File: config.mk
export PLATFORM = sky130hd
export DESIGN_NAME = nb_stage_pipeline
export DESIGN_NICKNAME = d
export VERILOG_FILES = /design/src/rtl/nb_pipe_pkg.sv /design/src/rtl/nb_pipe_stage.sv /design/src/rtl/nb_stage_pipeline.sv
export SDC_FILE = /design/constraint.sdc
export NUM_CORES = 1
export LEC_CHECK = 0
export ABC_AREA = 1
export BUFFER_PORTS_ARGS = -buffer_cell sky130_fd_sc_hd__buf_4
export CAP_MARGIN = 20
export CORE_ASPECT_RATIO = 0.75
export CORE_UTILIZATION = 33
export CTS_CLUSTER_DIAMETER = 80
export DETAILED_ROUTE_END_ITERATION = 6
export PLACE_DENSITY = 0.62
export SLEW_MARGIN = 20
export SYNTH_ARGS = -nofsm -noshare
export SYNTH_HDL_FRONTEND = slang
export SYNTH_SLANG_ARGS = --single-unit
File: constraint.sdc
create_clock -name clk -period 3.1 [get_ports clk]
set_clock_uncertainty 0.05 [all_clocks]
set_input_delay 0.31 -clock clk [delete_from_list [all_inputs] [get_ports clk]]
set_output_delay 0.31 -clock clk [all_outputs]
set_load 0.03 [all_outputs]
File: src/rtl/nb_pipe_pkg.sv
// nb_pipe_pkg: shared defaults and helpers for the non-blocking stage pipeline
package nb_pipe_pkg;
  localparam int DEF_WIDTH = 8;
  localparam int DEF_DEPTH = 3;
  localparam int MAX_DEPTH = 256;
  function automatic logic [31:0] popcount(input logic [MAX_DEPTH-1:0] v);
    logic [31:0] n;
    n = '0;
    for (int k = 0; k < MAX_DEPTH; k++) n += 32'(v[k]);
    return n;
  endfunction
  function automatic int cnt_w(input int depth);
    return $clog2(depth + 1);
  endfunction
endpackage

File: src/rtl/nb_pipe_stage.sv
// nb_pipe_stage: one data/valid register slot; bubbles clear valid without touching data
module nb_pipe_stage
  import nb_pipe_pkg::*;
#(
  parameter int WIDTH = DEF_WIDTH
) (
  input  logic             clk,
  input  logic             rst_n,
  input  logic             flush,
  input  logic             rdy_i,
  input  logic             prev_valid,
  input  logic [WIDTH-1:0] prev_data,
  output logic             valid,
  output logic [WIDTH-1:0] data,
  output logic             valid_nxt
);
  assign valid_nxt = flush ? 1'b0 : rdy_i ? prev_valid : valid;
  // valid follows its next-state; data only captures real words
  always_ff @(posedge clk or negedge rst_n) begin
    if (!rst_n) begin
      valid <= 1'b0;
      data  <= '0;
    end else begin
      valid <= valid_nxt;
      if (rdy_i && prev_valid && !flush) data <= prev_data;
    end
  end
endmodule

File: src/rtl/nb_stage_pipeline.sv
// nb_stage_pipeline: valid/ready register chain with bubble collapsing, flush, occupancy and tap
module nb_stage_pipeline
  import nb_pipe_pkg::*;
#(
  parameter int WIDTH = DEF_WIDTH,
  parameter int DEPTH = DEF_DEPTH,
  parameter int TAP_W = DEPTH > 1 ? $clog2(DEPTH) : 1
) (
  input  logic                      clk,
  input  logic                      rst_n,
  input  logic                      in_valid,
  input  logic [WIDTH-1:0]          in_data,
  output logic                      in_ready,
  output logic                      out_valid,
  output logic [WIDTH-1:0]          out_data,
  input  logic                      out_ready,
  input  logic                      flush,
  output logic [cnt_w(DEPTH)-1:0]   count,
  input  logic [TAP_W-1:0]          tap_sel,
  output logic                      tap_valid,
  output logic [WIDTH-1:0]          tap_data
);
  localparam int CW = cnt_w(DEPTH);
  if (WIDTH < 1 || DEPTH < 1 || DEPTH > MAX_DEPTH) begin : g_bad_param
    $error("nb_stage_pipeline: WIDTH and DEPTH must be >= 1 and DEPTH <= MAX_DEPTH");
  end
  logic [DEPTH-1:0] valid_q;
  logic [DEPTH-1:0] valid_nxt;
  logic [WIDTH-1:0] data_q [DEPTH];
  logic [DEPTH:0]   rdy;
  logic             tap_hit;
  // a stage can take a word if it is empty or its successor is moving
  always_comb begin
    rdy[DEPTH] = out_ready;
    for (int k = DEPTH - 1; k >= 0; k--) rdy[k] = ~valid_q[k] | rdy[k+1];
  end
  assign in_ready  = rdy[0] & ~flush;
  assign out_valid = valid_q[DEPTH-1];
  assign out_data  = data_q[DEPTH-1];
  for (genvar i = 0; i < DEPTH; i++) begin : g_stage
    logic             pv;
    logic [WIDTH-1:0] pd;
    if (i == 0) begin : g_head
      assign pv = in_valid;
      assign pd = in_data;
    end else begin : g_body
      assign pv = valid_q[i-1];
      assign pd = data_q[i-1];
    end
    nb_pipe_stage #(.WIDTH(WIDTH)) u_stage (
      .clk        (clk),
      .rst_n      (rst_n),
      .flush      (flush),
      .rdy_i      (rdy[i]),
      .prev_valid (pv),
      .prev_data  (pd),
      .valid      (valid_q[i]),
      .data       (data_q[i]),
      .valid_nxt  (valid_nxt[i])
    );
  end
  // occupancy tracks the valid bits being written this edge
  always_ff @(posedge clk or negedge rst_n) begin
    if (!rst_n) count <= '0;
    else count <= CW'(popcount(MAX_DEPTH'(valid_nxt)));
  end
  assign tap_hit   = 32'(tap_sel) < DEPTH;
  assign tap_valid = tap_hit & valid_q[tap_sel];
  assign tap_data  = tap_hit ? data_q[tap_sel] : '0;
endmodule

; ---- Yosys cells after proc, flatten, opt, wreduce, memory -nomap -nowiden
; Index checks and enable logic that the tools add are counted.
[op_classes]
muxes = 12
order_cmp = 3
n_addsub = 2
n_reduce_logical = 7
n_bitwise = 10
[ops]
columns = op, n
row1 = two-way mux 8 bit, 3
row2 = binary-select mux 8 bit (select 2 bit), 1
row3 = two-way mux 1 bit, 7
row4 = logical AND 1 bit, 6
row5 = NOT 1 bit, 4
row6 = "greater-or-equal comparator 3 bit, second input constant", 1
row7 = "< comparator 2 x 3 -> 1 bit, second input constant", 1
row8 = NOT 2 -> 3 bit, 1
row9 = bitwise OR 1 bit, 3
row10 = adder 1 x 1 -> 2 bit, 1
row11 = adder 2 x 1 -> 2 bit, 1
row12 = AND 1 bit, 2
row13 = binary-select mux 1 bit (select 2 bit), 1
row14 = "< comparator 2 bit, second input constant", 1
row15 = zero test 1 bit, 1
[totals]
reg_bits = 29
wordCells = 41
input_bits = 15

; ---- Longest topological paths before layout
; Gate-level depths: netlist of run 1.
[depth]
depth_word = 8
ltp_mapped = 6
depth_no_buf = 5

; ---- Modules after synthesis
; From an unflattened synthesis of run 1, not the netlist that was laid out.
[unflattened]
cells_unflattened = 194
hier_area_um2 = 1549.0
[by_module_without_submodules]
columns = mod, cells_per_inst, instances, area_each_um2
row1 = nb_pipe_stage, 39, 3, 386.6
row2 = nb_stage_pipeline, 77, 1, 389.1

; ---- Least setup slack after synthesis of run 1
; Ideal clock, no wire load.
[synth_path]
kind = input to output
startpoint = input port tap_sel[0]
endpoint = output port tap_data[5]
stages = 5
t_arrival_ns = 1.425
required_time_ns = 2.740
n_path_buf = 2
slack_ns = 1.315
path_cell_list = buf_4 buf_4 nor2_1 a21oi_1 o21ai_0
[synth_via]
elab_chain_cells = 5
[synth_rtl]
columns = item, line
row1 = from (decl), nb_stage_pipeline.sv:19  ; input logic [TAP_W-1:0] tap_sel,
row2 = NOT 2 -> 3 bit (implied by the code), nb_stage_pipeline.sv:69  ; assign tap_data = tap_hit ? data_q[tap_sel] : '0;
row3 = binary-select mux 8 bit (select 2 bit), nb_stage_pipeline.sv:69
row4 = two-way mux 8 bit (implied by the code) (2 in a row), nb_stage_pipeline.sv:69
row5 = two-way mux 8 bit *, nb_stage_pipeline.sv:69
row6 = to (decl), nb_stage_pipeline.sv:21  ; output logic [WIDTH-1:0] tap_data
; Mark *: on every way between the ends. The rest lies on a longest branch, timed or not. The select of a mux whose other input is x is not followed.

; ---- Worst setup path in the final report of run 1
[layout_path]
startpoint = register g_stage[1].u_stage.valid
endpoint = output port in_ready
[layout_via]
elab_chain_cells = 4
[layout_rtl]
columns = item, line
row1 = from (decl), nb_pipe_stage.sv:13  ; output logic valid,
row2 = from (signal assigned), nb_pipe_stage.sv:24  ; valid <= valid_nxt;
row3 = NOT 1 bit, nb_stage_pipeline.sv:35  ; for (int k = DEPTH - 1; k >= 0; k--) rdy[k] = ~valid_q[k] | rdy[k+1];
row4 = bitwise OR 1 bit (2 in a row), nb_stage_pipeline.sv:35
row5 = AND 1 bit, nb_stage_pipeline.sv:37  ; assign in_ready = rdy[0] & ~flush;
row6 = to (decl), nb_stage_pipeline.sv:13  ; output logic in_ready,
; No other way between the ends.

==> reports/qor.csv, run 1 <==
metric,value,unit
hold endpoint,g_stage[0].u_stage.valid,
synth warn,0,
Placer Congestion,0.753,
setup tns final,0,ps
Crit. Startpoint,g_stage[1].u_stage.valid,
hold path cells,2,
global-route wire length before repair,5.03,mm
clock slew at reported path FFs,60,ps
R2R Setup Slk,1440,ps
dpl hpwl,2.05,mm
min-delay src,flush,
Die X,77.9,um
DR vias,1147,
Post-synth EDFFs,0,
Critical R2R Launch,g_stage[1].u_stage.valid,
GR Util met1,20.3,%
sequential share of the synthesized area,50.9,%
Cell Pwr Density,622,nW/um2
worst-margin pin slew,364,ps
CP max FO,11,
Max Freq,558,MHz
Worst setup EP type,output port,
clk buf depth,2,
Final min period,1790,ps
Setup crit start kind,flip-flop,
LEAKAGE,0.901,nW
Slew Limit Fails,0,
busiest grt layer,met2,
CP Data Arrival Time,1430,ps
"Net Count, Synth",180,
DRT antenna net count,0,
Avg WL per Cell,11.2,um
initial core utilization,34.7,%
Inst Count DP,245,
endpoints failing hold,0,
Pre-Repair DR Iteration Count,4,
H-tree Lvls,2,
Design Power,1.12,mW
postcts setup bufs,0,
met3 Use GR,4.50,%
Hold WC Path Type,in -> reg,
largest net degree at the start of global routing,30,
M2 GR Usage,20.4,%
Chip Height,58.9,um
crit path cell chain,"nand4_2, nand2_1, inv_1, buf_4",
Filler Cells Inserted,444,
Nets,214,
GRT Util Overall,14.7,%
Die ar.,4590,um2
R2R Path End,count[0],
CTS Buf Count,5,
ys async rst share,100,%
Clock Root Buffer,clkbuf_8,
Buffers & Inverters on Critical Path,2,
Netlist cell types,25,
Core Region,4100,um2
Post-Synthesis Cells,164,
Mean Syn Cell Area,8.69,um2
initial antenna violation count,0,
I/O Pins,36,
synthesized flop and latch total,29,
Layout area overhead,26.1,%
Final setup viols,0,
FP Rows,20,
vias in the first global route,1079,
Top delay family on crit path,flip-flops,
RSZ-0062 raised after global routing,false,
max incr delay on CP,480,ps
ANT cells,0,
layout cell share with drive strength beyond 1,26.1,%
CP Class,reg -> out,
outcome,finished clean,
Max-cap violations,0,
Post-Syn Area,1430,um2
PortBufs,35,
Reg2Reg Depth,3,
Final period util,57.8,%
drt drc,0,
worst skew pair latency,280,ps
worst-case headroom to the max-slew limit,75.8,%
final wirelength,2.84,mm
VDD IR max,0.219,mV
clock sinks,29,
grt total ovfl,0,
critical path's slowest cell,dfrtp_1,
DR iter-0 viols,60,
CTS tree,yes,
Vias per Instance,4.52,
"non-filler cells, final",254,
CP required,2740,ps
"Primary FF master, synth",dfrtp_1,
cell type report:
cell class | instances | area (um2) | area share, %
well taps | 55 | 68.8 | 3.83
flip-flops and latches | 29 | 726 | 40.4
inverters | 21 | 78.8 | 4.39
clock inverters | 1 | 5.00 | 0.279
repair buffers | 36 | 273 | 15.2
multi-input cells | 105 | 549 | 30.6
clock buffers | 7 | 96.3 | 5.36
per-layer routing:
metal / vias up / part of all wire (%)
li1: 605 / -
met4: 0 / 2.3
met3: 7 / 6.5
met5: - / 0
met2: 37 / 39
met1: 498 / 52
repair_timing:
item | 4_1_cts | 5_1_grt
endpoints found under the hold margin | 29 | 0
hold buffers | 1 | 0
resized for setup | 0 | 0
kinds of logic after synthesis:
| kind of cell | count (synthesis) | synth area share (%) |
|---|---|---|
| compound gates | 36 | 13.6 |
| fa+ha+maj | 1 | 1.40 |
| buf+inv | 30 | 10.5 |
| flops | 29 | 50.9 |
| simple gates | 68 | 23.5 |
synth_stat cells, drive strengths merged (2+ instances only):
| cell type | instances | area share (%) |
|---|---|---|
| o21ai | 26 | 9.7 |
| clkbuf | 2 | 0.61 |
| nand2 | 36 | 9.5 |
| nor2 | 10 | 2.6 |
| dfrtp | 29 | 51 |
| inv | 20 | 5.3 |
| a21oi | 9 | 3.4 |
| nand3 | 13 | 7.0 |
| nand4 | 9 | 4.4 |
| buf | 7 | 4.4 |
worst max-delay path by stage:
| stage | to | slack [ps] | cells after the start |
|---|---|---|---|
| 2_1_floorplan | tap_data[5] | 1310 | 5 |
| 3_3_place_gp | count[0] | 1430 | 3 |
| 3_5_place_dp | count[0] | 1400 | 5 |
| 4_1_cts | in_ready | 1280 | 4 |
| 5_1_grt | in_ready | 1170 | 4 |
| 6_report | in_ready | 1310 | 4 |
flip-flops by register name (all words and copies together), names as in the netlist:
register,cells
g_stage.u_stage.data,24
g_stage.u_stage.valid,3
count,2
worst reg2reg max path, stage by stage, from the launching register on:
cell and delay (ps):
dfrtp_1 480, nand4_2 320, a21oi_2 280, fa_1 410
layout by cell type (no fill, tap or decap), drive strengths merged:
cell,count
dfrtp,29
dlygate4sd3,1
nand3,13
nor2,10
a21oi,9
inv,20
nand2,36
clkinv,2
o31ai,1
o21ai,26
buf,35
fa,1
clkbuf,7
nand4,9
power breakdown:
part | switching [mW] | internal (mW)
Clock | 0.139 | 0.200
Sequential | 0.0464 | 0.440
Combinational | 0.182 | 0.110
metrics by stage:
| step | setup slack [ps] | instance area [um2] | hold WS (ps) | utilization (%) |
|---|---|---|---|---|
| final | 1310 | 1800 | 161 | 43.8 |
| after global routing | 1170 | 1800 | 163 | 43.8 |
| after CTS | 1280 | 1800 | 155 | 43.8 |
| after detailed placement | 1400 | 1690 | 203 | 41.1 |
| after global placement | 1430 | 1690 | 209 | 41.1 |
| after floorplan | 1310 | 1430 | -35.6 | - |
(Power assumes the default switching activity.)
==> run 2, diff against run 1 <==
ABC_AREA = 0   (was 1)
PLACE_DENSITY = 0.64   (was 0.62)
clock period = 1.5 ns   (was 3.1 ns; I/O delays follow)
==> run 2 against run 1 <==
- the flow now finishes with violations (negative setup slack)
- setup slack got worse by 1400 ps
- combinational power increased to 3.2 times the previous value
- global-route usage increased by 0.88 points
- clock power increased by 140%
- final cell count decreased by 22%
- via count decreased by 18%
- core utilization increased by 5.8 points
- synthesized cell count decreased by 39%
- first-iteration DRC count decreased by 83%
- cell area increased by 3.6%
- non-clock buffer count increased by 8
- largest power group unchanged
==> reports/qor.csv, run 2 <==
metric,value,unit
Max Freq,623,MHz
Chip Height,57.1,um
post-synth top area share,54.3,%
CTS tree,yes,
global-route wire length before repair,4.61,mm
largest net degree at the start of global routing,30,
synth top area cells,"dfrtp_1 (54%), mux2_2 (13%), mux2_4 (9.0%), mux2i_1 (6.7%), o21ai_0 (3.4%)",
Filler Cells Inserted,361,
fin worst setup slack,-105,ps
most flop-heavy register,g_stage.u_stage.data,
worst-margin pin slew,366,ps
synth warn,0,
LEAKAGE,0.895,nW
synthesized flop and latch total,29,
setup tns final,-2090,ps
vias in the first global route,961,
grt total ovfl,0,
multi-input logic area,604,um2
clock sinks,29,
RSZ-0062 raised after global routing,true,
critical path's slowest cell,dfrtp_2,
top sig layer,met4,
layout cell share with drive strength beyond 1,58.5,%
crit path cell chain,"and4b_4, or3b_4, buf_6, mux2_4",
Worst setup EP type,flip-flop,
max reg flops,24,
drt drc,0,
CTS Buf Count,5,
initial antenna violation count,0,
Die ar.,4310,um2
clock share of power,28.3,%
DR iter-0 viols,10,
initial core utilization,35.6,%
NetSw,925,uW
Max-cap violations,0,
Clock Root Buffer,clkbuf_8,
outcome,"complete, but fails checks",
met2 wire length,1.55,mm
I/O Pins,36,
DRT antenna net count,0,
Register Area,727,um2
Vias per Instance,4.74,
Post-Place Setup Slack,-111,ps
worst skew pair latency,270,ps
Core Region,3760,um2
PortBufs,35,
endpoints failing hold,0,
Largest regs,"g_stage.u_stage.data (24), g_stage.u_stage.valid (3), count (2)",
Pre-Repair DR Iteration Count,4,
Netlist cell types,19,
most numerous cell in the Yosys netlist,dfrtp_1,
max incr delay on CP,420,ps
"commonest cells after routing, fill and taps aside","buf_4 (40), dfrtp_1 (28), mux2_2 (16)",
worst-case headroom to the max-slew limit,75.6,%
Final min period,1600,ps
Post-Synthesis Cells,100,
Final setup viols,25,
Placer Congestion,0.743,
most frequent cells after synthesis,"dfrtp_1 (29), mux2_2 (16), mux2i_1 (9), nand2_1 (9), o21ai_0 (9)",
dpl hpwl,2.14,mm
Post-Syn Area,1340,um2
Slew Limit Fails,0,
"leading cell type in the layout, fill and taps excluded",buf_4,
"Primary FF master, synth",dfrtp_1,
Nets,162,
Final period util,107,%
FP Rows,19,
Seq pwr share,38.9,%
Avg WL per Cell,15.4,um
"area leader, netlist",dfrtp_1,
P_int,1.95,mW
Mean Syn Cell Area,13.4,um2
CP required,1610,ps
Setup crit start kind,flip-flop,
Util after Layout,49.5,%
CP Class,reg -> reg,
Hold WC Path Type,in -> reg,
H-tree Lvls,2,
failing checks,negative setup slack,
Layout area overhead,39.2,%
sequential share of the synthesized area,54.3,%
final wirelength,3.06,mm
sw frac,32.2,%
"Net Count, Synth",116,
Die X,75.5,um
Post-synth EDFFs,0,
Cell Pwr Density,1550,nW/um2
M1 WL,1.36,mm
ANT cells,0,
DR vias,944,
routed wl met3,103,um
GRT Util Overall,15.6,%
VDD IR max,0.855,mV
Logic pwr share,32.7,%
clock slew at reported path FFs,60,ps
clk buf depth,2,
ys async rst share,100,%
Design Power,2.88,mW
CP Data Arrival Time,1710,ps
CP max FO,5,
## run 2: cell count changes after synthesis, sizes merged, moves of 9 or more
cell / change
mux2: +24
nand3: -13
o21ai: -17
nand4: -9
nand2: -27
inv: -19
mux2i: +9
## run 2: final timing paths
check,cells past startpoint,end,start,slack (ps)
max in group asynchronous,2,g_stage[2].u_stage.valid,rst_n,820
worst min register to register,1,g_stage[2].u_stage.data[4],g_stage[1].u_stage.data[4],480
worst max register to register,4,g_stage[0].u_stage.data[0],g_stage[2].u_stage.valid,-100
min in group asynchronous,2,g_stage[1].u_stage.data[1],rst_n,290
worst max-delay path,4,g_stage[0].u_stage.data[0],g_stage[2].u_stage.valid,-100
worst min-delay path,2,g_stage[0].u_stage.data[1],in_data[1],50
## run 2: critical path: cells and delay by family (launching register included)
kind,cells,cell delay (ps)
buffers and inverters,1,150
multiplexers,1,290
flip-flops,1,420
AND/OR/NAND/NOR,2,580
## run 2: timing repair
item,4_1_cts,5_1_grt
hold buffers,1,0
gates cloned,0,0
endpoints found under the setup margin,25,26
gates resized for setup,1,11
pin swaps,1,3
setup buffers,1,0
endpoints found under the hold margin,29,0
## run 2: final cells by class
| cell class | count | area share, % |
|---|---|---|
| timing repair buffer | 44 | 18.5 |
| sequential | 29 | 39.1 |
| inverter | 1 | 0.202 |
| tap | 52 | 3.50 |
| clock buffer | 7 | 4.64 |
| clock inverter | 1 | 1.61 |
| multi-input combinational | 65 | 32.5 |
## run 2: stage by stage
stage	area (um2)	hold slack, ps	cells
3_3_place_gp	1690	33.2	189
3_5_place_dp	1690	40.3	189
5_1_grt	1860	46.0	199
2_1_floorplan	1350	-196	100
6_report	1860	54.1	199
4_1_cts	1830	43.3	199
## run 2: per-layer routing
layer,up-vias,global-route usage (%)
met5,-,0
met2,21,25.4
met4,0,4.76
met1,475,19.0
li1,442,-
met3,6,6.18
## run 2: kinds of logic after synthesis
kind of cell,Yosys count,share of synthesized area [%]
flip-flops,29,54.3
buffers and inverters,6,2.53
multiplexers,33,29.2
AND/OR/NAND/NOR,20,8.05
AO/OA/AOI/OAI,11,4.40
adder cells (fa/ha/maj),1,1.50
## run 2: power groups by stage
stage               clock (mW)  combinational, mW  sequential, mW
floorplan                    0              0.405            1.29
global placement             0              0.915            1.12
detailed placement           0              0.936            1.13
CTS                      0.843              0.941            1.12
global route             0.877              0.997            1.15
finish                   0.815              0.942            1.12
==> run 3, diff against run 2 <==
CTS_BUF_LIST = sky130_fd_sc_hd__clkbuf_4 sky130_fd_sc_hd__clkbuf_8 sky130_fd_sc_hd__clkbuf_16   (was default)
==> run 3 against run 2 <==
- the flow still finishes with violations (negative setup slack)
- first-iteration DRC count increased by 70%
- die area unchanged
- register-to-register slack about the same
- non-clock buffer count unchanged
- via count rose by 2.0%
- fmax barely moved
- sequential share of layout area rose by 0.13 points
- final cell count unchanged
- sequential cell count did not move
- critical endpoint unchanged
- largest power group unchanged
==> reports/qor.csv, run 3 (synthesized netlist as in run 2, its figures left out) <==
metric,value,unit
initial antenna violation count,0,
H-tree Lvls,2,
Max-cap violations,0,
CP max FO,5,
"commonest cells after routing, fill and taps aside","buf_4 (40), dfrtp_1 (28), mux2_2 (15)",
Max Freq,624,MHz
Placer Congestion,0.743,
top sig layer,met4,
clock slew at reported path FFs,60,ps
clock share of power,28.8,%
final wirelength,3.03,mm
RSZ-0062 raised after global routing,true,
Nets,162,
Core Region,3760,um2
M1 WL,1.39,mm
DRT antenna net count,0,
"leading cell type in the layout, fill and taps excluded",buf_4,
R2R Setup Slk,-100,ps
Register Area,727,um2
setup tns final,-1630,ps
Final min period,1600,ps
worst-margin pin slew,365,ps
DR vias,963,
LEAKAGE,0.904,nW
initial core utilization,35.6,%
CP Class,reg -> reg,
Filler Cells Inserted,356,
Die ar.,4310,um2
Pre-Repair DR Iteration Count,4,
R2R Path End,g_stage[0].u_stage.data[0],
hold_ws,53.2,ps
hold endpoint,g_stage[0].u_stage.data[1],
dpl hpwl,2.14,mm
Util after Layout,49.4,%
GRT Util Overall,15.4,%
Hold WC Path Type,in -> reg,
most flop-heavy register,g_stage.u_stage.data,
CTS Buf Count,5,
CP Data Arrival Time,1710,ps
DR iter-0 viols,17,
multi-input logic area,594,um2
largest net degree at the start of global routing,30,
Layout area overhead,38.8,%
Avg WL per Cell,15.2,um
Chip Height,57.1,um
Setup crit start kind,flip-flop,
Finished Cell Area,1850,um2
grt total ovfl,0,
sw frac,32.0,%
fin worst setup slack,-103,ps
met2 wire length,1.49,mm
CP required,1610,ps
Final setup viols,25,
Logic pwr share,32.5,%
min-delay src,in_data[1],
clk buf depth,2,
Worst setup EP type,flip-flop,
Vias per Instance,4.84,
Cell Pwr Density,1560,nW/um2
I/O Pins,36,
Slew Limit Fails,0,
max reg flops,24,
Reg2Reg Depth,4,
worst skew pair latency,280,ps
P_int,1.97,mW
clock sinks,29,
PortBufs,35,
worst-case headroom to the max-slew limit,75.7,%
Die X,75.5,um
layout cell share with drive strength beyond 1,55.1,%
endpoints failing hold,0,
Final period util,107,%
FP Rows,19,
drt drc,0,
Inst Count DP,189,
ANT cells,0,
VDD IR max,0.855,mV
Area after DPL,1690,um2
failing checks,negative setup slack,
hold path cells,2,
CTS tree,yes,
Seq pwr share,38.6,%
outcome,"complete, but fails checks",
Largest regs,"g_stage.u_stage.data (24), g_stage.u_stage.valid (3), count (2)",
vias in the first global route,964,
global-route wire length before repair,4.60,mm
routed wl met3,121,um
Clock Root Buffer,clkbuf_8,
"non-filler cells, final",199,
NetSw,927,uW
Critical R2R Launch,g_stage[2].u_stage.valid,
==> run 3: worst max path at each step <==
stage / cells after the start / from / end
2_1_floorplan: 4 / g_stage[2].u_stage.valid / g_stage[0].u_stage.data[0]
3_3_place_gp: 4 / g_stage[2].u_stage.valid / g_stage[1].u_stage.data[7]
3_5_place_dp: 4 / g_stage[2].u_stage.valid / g_stage[1].u_stage.data[2]
4_1_cts: 4 / g_stage[2].u_stage.valid / g_stage[2].u_stage.data[0]
5_1_grt: 4 / g_stage[2].u_stage.valid / g_stage[0].u_stage.data[0]
6_report: 4 / g_stage[2].u_stage.valid / g_stage[0].u_stage.data[0]
==> run 3: routing by layer <==
layer	up-vias	global-route usage [%]
met1	490	19.1
met5	-	0
li1	439	-
met3	5	4.06
met2	29	25.4
met4	0	6.35
==> run 3: critical path: stages, from the launching register on <==
cell and delay [ps]:
dfrtp_2 420, and4b_4 190, or3b_4 390, buf_6 150, mux2_4 290
==> run 3: timing repair <==
item / 4_1_cts / 5_1_grt
pin swaps: 1 / 1
resized for setup: 1 / 6
buffers inserted: 1 / 0
endpoints found under the setup margin: 25 / 26
hold buffers: 1 / 0
hold endpoints to repair: 29 / 0
==> run 3: cell type report <==
cell class | instances | share of cell area (%)
clock inverter | 1 | 1.62
sequential | 29 | 39.2
multi-input combinational | 65 | 32.1
inverter | 1 | 0.202
clock buffer | 7 | 4.86
timing repair buffer | 44 | 18.6
tap | 52 | 3.51
==> run 3: power groups by stage <==
| stage | sequential (mW) | combinational [mW] | clock (mW) |
|---|---|---|---|
| floorplan | 1.29 | 0.405 | 0 |
| global placement | 1.12 | 0.915 | 0 |
| detailed placement | 1.13 | 0.936 | 0 |
| CTS | 1.12 | 0.941 | 0.862 |
| global route | 1.15 | 0.997 | 0.891 |
| finish | 1.12 | 0.943 | 0.835 |
==> run 3: metrics by stage <==
step	power, mW	setup slack, ps
final	2.90	-103
after global routing	3.04	-134
after CTS	2.92	-119
after detailed placement	2.07	-111
after global placement	2.03	-115
after floorplan	1.70	-142
